==> src/rtl/s420_cfg_loader.sv <==
// ============================================================================
// Module   : s420_cfg_loader
// Purpose  : Serial compare-word loader and run-length count-enable sequencer.
// Revision : 1.0
// ============================================================================
`default_nettype none

module s420_cfg_loader #(
  parameter int CW = 17,
  parameter int NW = 16
) (
  input  logic          CK,
  input  logic          RST,
  input  logic          LD_REQ,
  input  logic          SI,
  input  logic          START,
  input  logic          ABORT,
  input  logic [NW-1:0] RUN_CYC,
  output logic [CW-1:0] C,
  output logic          P_0,
  output logic          LD_ACK,
  output logic          DONE,
  output logic          BUSY
);

  localparam int BW = $clog2(CW + 1);

  typedef enum logic [1:0] {
    ST_IDLE = 2'd0,
    ST_LOAD = 2'd1,
    ST_RUN  = 2'd2
  } state_t;

  state_t        r_state,   w_state_nxt;
  logic [CW-1:0] r_shadow,  w_shadow_nxt;
  logic [CW-1:0] r_c,       w_c_nxt;
  logic [BW-1:0] r_bit_cnt, w_bit_cnt_nxt;
  logic [NW-1:0] r_run_cnt, w_run_cnt_nxt;
  logic          r_p0,      w_p0_nxt;
  logic          r_ack,     w_ack_nxt;
  logic          r_done,    w_done_nxt;

  // LSB-first: each new bit enters at the top, so the first bit ends at [0].
  logic [CW-1:0] w_shifted;
  logic          w_last_bit;

  assign w_shifted  = {SI, r_shadow[CW-1:1]};
  assign w_last_bit = (r_bit_cnt == BW'(CW - 1));

  always_ff @(posedge CK) begin
    if (RST) begin
      r_state   <= ST_IDLE;
      r_shadow  <= '0;
      r_c       <= '0;
      r_bit_cnt <= '0;
      r_run_cnt <= '0;
      r_p0      <= 1'b0;
      r_ack     <= 1'b0;
      r_done    <= 1'b0;
    end else begin
      r_state   <= w_state_nxt;
      r_shadow  <= w_shadow_nxt;
      r_c       <= w_c_nxt;
      r_bit_cnt <= w_bit_cnt_nxt;
      r_run_cnt <= w_run_cnt_nxt;
      r_p0      <= w_p0_nxt;
      r_ack     <= w_ack_nxt;
      r_done    <= w_done_nxt;
    end
  end

  always_comb begin
    w_state_nxt   = r_state;
    w_shadow_nxt  = r_shadow;
    w_c_nxt       = r_c;
    w_bit_cnt_nxt = r_bit_cnt;
    w_run_cnt_nxt = r_run_cnt;
    w_p0_nxt      = r_p0;
    w_ack_nxt     = 1'b0;
    w_done_nxt    = 1'b0;

    case (r_state)
      ST_IDLE: begin
        if (LD_REQ) begin
          w_state_nxt   = ST_LOAD;
          w_bit_cnt_nxt = '0;
          w_shadow_nxt  = '0;
        end else if (START) begin
          // A zero-length run never enters RUN; it only reports completion.
          if (RUN_CYC == '0) begin
            w_done_nxt = 1'b1;
          end else begin
            w_state_nxt   = ST_RUN;
            w_run_cnt_nxt = RUN_CYC;
            w_p0_nxt      = 1'b1;
          end
        end
      end

      ST_LOAD: begin
        if (ABORT) begin
          w_state_nxt   = ST_IDLE;
          w_shadow_nxt  = '0;
          w_bit_cnt_nxt = '0;
        end else if (w_last_bit) begin
          w_c_nxt       = w_shifted;
          w_ack_nxt     = 1'b1;
          w_state_nxt   = ST_IDLE;
          w_shadow_nxt  = '0;
          w_bit_cnt_nxt = '0;
        end else begin
          w_shadow_nxt  = w_shifted;
          w_bit_cnt_nxt = r_bit_cnt + BW'(1);
        end
      end

      ST_RUN: begin
        if (ABORT) begin
          w_state_nxt   = ST_IDLE;
          w_p0_nxt      = 1'b0;
          w_run_cnt_nxt = '0;
        end else if (r_run_cnt == NW'(1)) begin
          w_state_nxt   = ST_IDLE;
          w_p0_nxt      = 1'b0;
          w_done_nxt    = 1'b1;
          w_run_cnt_nxt = '0;
        end else begin
          w_run_cnt_nxt = r_run_cnt - NW'(1);
        end
      end

      default: begin
        w_state_nxt = ST_IDLE;
        w_p0_nxt    = 1'b0;
      end
    endcase
  end

  assign C      = r_c;
  assign P_0    = r_p0;
  assign LD_ACK = r_ack;
  assign DONE   = r_done;
  assign BUSY   = (r_state != ST_IDLE);

endmodule

`default_nettype wire

==> config.mk <==
export PLATFORM = sky130hd
export DESIGN_NAME = s420_cfg_loader
export DESIGN_NICKNAME = d
export VERILOG_FILES = /design/src/rtl/s420_cfg_loader.sv
export SDC_FILE = /design/constraint.sdc
export NUM_CORES = 1
export LEC_CHECK = 0
export CAP_MARGIN = 20
export CORE_ASPECT_RATIO = 1.5
export CORE_MARGIN = 2
export CORE_UTILIZATION = 53
export DETAILED_ROUTE_END_ITERATION = 12
export PLACE_DENSITY = 0.9
export SYNTH_ARGS = -nofsm -noshare
export SYNTH_HDL_FRONTEND = slang
export SYNTH_SLANG_ARGS = --single-unit
==> constraint.sdc <==
create_clock -name CK -period 2.7 [get_ports CK]
set_input_delay 0.54 -clock CK [delete_from_list [all_inputs] [get_ports CK]]
set_output_delay 0.54 -clock CK [all_outputs]
set_load 0.05 [all_outputs]
Word level (Yosys, flattened, before mapping)
Cells that the tools add are included.

Bits in registers: 60. Input bits: 22.

Reductions and logical operators: 11. Add/sub/neg operators: 2. Bitwise gates (word level): 2. Mux-type cells: 35. Eq/ne operators: 12.

Operators by type and width (number): 16-bit two-way mux (5); 17-bit two-way mux (3); 17-bit case mux with 2 select lines (1); 16-bit case mux with 2 select lines (1); 16-bit by 1-bit equality test with 1-bit output (second input constant) (1); 16-bit zero test (1); 16-bit by 1-bit subtractor with 16-bit output (second input constant) (1); 5-bit two-way mux (3); 2-bit two-way mux (7); 3-bit != test (second input constant) (4); 1-bit two-way mux (11); 5-bit case mux with 2 select lines (1); 2-bit != test (second input constant) (4); 4-bit AND reduction (2); 2-bit case mux with 3 select lines (1); 2-bit nonzero test (3); 5-bit by 1-bit adder with 5-bit output (second input constant) (1); 5-bit equality test (second input constant) (1); 5-bit AND reduction (1); 1-bit case mux with 3 select lines (1); 3-bit AND reduction (1); 3-bit OR reduction (1); 2-bit by 1-bit equality test with 1-bit output (second input constant) (1); 2-bit equality test (second input constant) (1); other kinds (4) (5).

Logic depth before layout (Yosys ltp)
Gate-level depths: netlist of run 1.

Depth after elaboration: 5. Depth in mapped cells: 8.

Worst setup path after synthesis of run 1
Ideal clock, no wire load.

Kind: register to register. From: register r_run_cnt[1]. To: register r_run_cnt[10]. Data required time: 2.570 ns. Clock period less this slack: 2.112 ns. Setup time: 0.130 ns. Setup slack: 0.588 ns. Data arrival time: 1.982 ns. Stages on the path, launching flop included: 8. Cells stage by stage: dfxtp_1 -> inv_1 -> ha_1 -> or3b_2 -> or4_4 -> xnor2_2 -> a221oi_1 -> nor3_2.

Cells in the longest elaborated chain, start to end: 4.

Ends and longest elaborated chain: start: declaration (line 38) `logic [NW-1:0] r_run_cnt, w_run_cnt_nxt;`; start signal: assignment (line 65) `r_run_cnt <= w_run_cnt_nxt;`; 16-bit by 1-bit subtractor with 16-bit output / 16-bit by 1-bit equality test with 1-bit output (equally long branches) (line 128, 122); 16-bit two-way mux * (line 122) `end else if (r_run_cnt == NW'(1)) begin`; 16-bit two-way mux * (line 118) `if (ABORT) begin`; 16-bit case mux with 2 select lines * (line 82) `case (r_state)`.

Every way passes the cells marked *; elsewhere a longest branch is shown, timed or not. A chain may end at the register's enable or synchronous reset.

Worst setup path in the final report of run 1
From: register r_state[0]. To: output BUSY.

Cells in the longest elaborated chain, start to end: 1.

Ends and longest elaborated chain: start: declaration (line 34) `state_t r_state, w_state_nxt;`; start signal: assignment (line 61) `r_state <= w_state_nxt;`; 2-bit nonzero test (line 143) `assign BUSY = (r_state != ST_IDLE);`; end: declaration (line 23) `output logic BUSY`.

No other way between the ends.

==> run metrics, run 1 <==
Slew HR 0.434; Register Area 1180 µm²; drt wl/cell 16.1 µm; post-route ant nets 0; Setup violations, final 0; mapped cell area approximately 2700 µm²; run status complete, no violations; Fin Clk Skew slightly below 0.01 ns; synth top area cells dfxtp_1 44%, nor2_1 8.5%, mux2i_1 6.8%, a22oi_1 5.9%, nor3_1 3.4%; multiplexer share of the synthesized area 0.0677; H-tree depth 3; Post-synth ARST share 0; HP Class reg -> reg; ant diodes 0; Mean Syn Cell Area 8.93 µm²; Synth cell types 44; clock-pin slew on the worst setup and hold paths roughly 0.060 ns; Most used DFF post-synth dfxtp_1; arrival time worst endpoint roughly 1.8 ns; simple-gate share of the synthesized area 0.225; Lkg Pwr around 1.4 nW; Buffers on Ports 42; die height 90.8 µm; largest net degree at the start of global routing 35; Layout Cells excl Fill 413; largest area contributor in the netlist dfxtp_1; post-CTS setup buffers 0; Seq cells post-synth about 60; XOR/XNOR Fraction of Synth Area 0.0325; CTS resizes 0; Gate Count Post-Synth between 200 and 300; Site Rows 31; dpl cells between 300 and 400; I/O Pins 43; core area ~4800 µm²; starting density of the core 0.549; area of the multi-input gates approximately 1400 µm²; crit path capture type output pin; initial drt markers between 200 and 250; Tot GR Track Use 0.251; clk root buf clkbuf_8; post-route minimum period between 2 and 2.5 ns; Least-Margin Pin Slew roughly 0.85 ns; final routed DRC violation total 0; main combinational cell family by area after synthesis simple AND/OR/NAND/NOR gates; Pre-Repair DR Iteration Count 4; vias in the first global route 2256; crit path max fanout 8; final net count roughly 370; # clock sinks slightly below 60; layout filler cell count 358; Post-Syn Nets roughly 320; Power Total roughly 2.3 mW; Compound-Gate Fraction of Synth Area 0.172; commonest non-fill, non-tap cell in the layout nor2_1; dpl hpwl about 4400 µm; number of synthesized flops with an enable pin 0; Req. time, crit path about 2.2 ns; max-cap violations 0; RSZ-0062 raised after global routing no; VDD IR max between 500 and 600 µV; Longest Clk Path Bufs 2; Hold-fix buffers, CTS 0; setup total negative slack 0 ns; sequential area share after synthesis 0.444; top cell type's share of synthesized area 0.444; drt via density around 5.9; total power divided by cell area ~670 nW/µm²; max frequency ~420 MHz; Slew Limit Fails 0; final RePlAce weighted congestion roughly 0.86; via count between 2000 and 2500; die area ~5600 µm²; CTS tree built; Setup Crit Path Kind reg -> out; width of the die 61.8 µm; area delta synth->final 28.5%; grt ovf 0; Inserted Clock Buffers 9; most frequent cells in the layout 60 x nor2_1, 59 x dfxtp_1, 41 x clkdlybuf4s50_1; initial antenna violation count 0; Startpoint Class flip-flop; first-pass GRT wire length approximately 11000 µm; YS warnings 0; share of cells above drive strength 1 0.0951; Synth Area in Adders 0.0188; final WL ~6600 µm; period utilization 0.881; final count of hold timing violations 0; worst-skew pair later-pin latency 0.34 ns
[worst paths after layout]
path | slack [ns] | cells past startpoint | startpoint | to
max reg2reg | 0.36 | 7 | r_run_cnt[1] | r_run_cnt[10]
min | 0.47 | 1 | P_0 | P_0
min reg2reg | 0.47 | 1 | P_0 | P_0
max | 0.32 | 3 | r_state[0] | BUSY
[critical path, stage by stage, from the launching register on]
cell,delay [ns]
dfxtp_1,0.46
nor2_1,0.10
inv_1,0.12
clkdlybuf4s50_1,0.83
[cell families (layout without fill, tap and decap cells)]
logic type,Yosys count,in the layout
multiplexers,18,18
flip-flops,59,59
AND/OR/NAND/NOR,122,122
buffers and inverters,27,76
adder cells (fa/ha/maj),4,4
AO/OA/AOI/OAI,59,59
XOR/XNOR,9,9
[per-layer routing]
metal	vias up	GRT usage	share of wire
met2	86	0.426	0.54
met3	14	0.0530	0.055
met1	1161	0.289	0.39
met5	-	0	0
li1	1178	-	-
met4	0	0.108	0.019
[flip-flops by register name, indices dropped and copies added (netlist names)]
name,flops
C,17
DONE,1
LD_ACK,1
P_0,1
r_bit_cnt,5
r_run_cnt,16
r_shadow,16
r_state,2
[synthesized netlist by cell type, drive strengths merged, types with 2 or more instances]
library cell	instances
nor3	19
inv	9
nand2	9
o21ai	2
mux2i	18
o21a	4
nor2	60
a221oi	9
ha	4
dfxtp	59
a22oi	21
o32ai	6
xnor2	3
a21oi	6
clkbuf	13
buf	5
or4	4
nand3	2
a211oi	3
nand4	4
nand2b	7
nor4	8
xor2	6
[where the power goes]
| part | leakage [nW] | switching (mW) | internal, mW |
|---|---|---|---|
| Combinational | 0.799 | 0.199 | 0.153 |
| Clock | 0.124 | 0.367 | 0.620 |
| Sequential | 0.479 | 0.0420 | 0.899 |
| Total | 1.40 | 0.608 | 1.67 |
[area by class of cell]
class	instances	area share
Clock inverter	7	0.0366
Sequential cell	59	0.346
Clock buffer	9	0.0362
Tap cell	66	0.0242
Inverter	9	0.00988
Timing Repair Buffer	51	0.145
Multi-Input combinational cell	212	0.403
[stage by stage]
step	setup WS (ns)	instance area, µm²	util	hold WS (ns)
detailed placement	0.103	3170	0.654	0.466
CTS	0.331	3420	0.705	0.481
finish	0.322	3420	0.705	0.469
global route	0.252	3420	0.705	0.488
floorplan	0.588	2660	-	0.461
global placement	0.172	3170	0.654	0.464
(Power assumes the default switching activity.)
==> run 2: changes to the inputs <==
--- a/config.mk
+++ b/config.mk
@@ -14,3 +14,4 @@
 export SYNTH_ARGS = -nofsm -noshare
 export SYNTH_HDL_FRONTEND = slang
 export SYNTH_SLANG_ARGS = --single-unit
+export TNS_END_PERCENT = 5
==> results of run 2 <==
No change in the layout: final DEF, timing and power equal those of run 1.
==> run 3: changes to the inputs <==
==> constraint.sdc (replaced) <==
create_clock -name CK -period 2.7 [get_ports CK]
set_input_delay 0.54 -clock CK [delete_from_list [all_inputs] [get_ports CK]]
set_output_delay 0.54 -clock CK [all_outputs]
set_load 0.02 [all_outputs]
==> results of run 3 <==
The final DEF is identical to that of run 1. Status: complete, no violations.
Main changes from that run: clock-pin slew on the worst setup and hold paths 0.06 ns -> 0.07 ns; setup slack after layout 0.322 ns -> 0.359 ns; start point of the critical path r_state[0] -> r_run_cnt[1]; end point of the critical path BUSY -> r_run_cnt[10]; total power 2.28 mW -> 2.27 mW
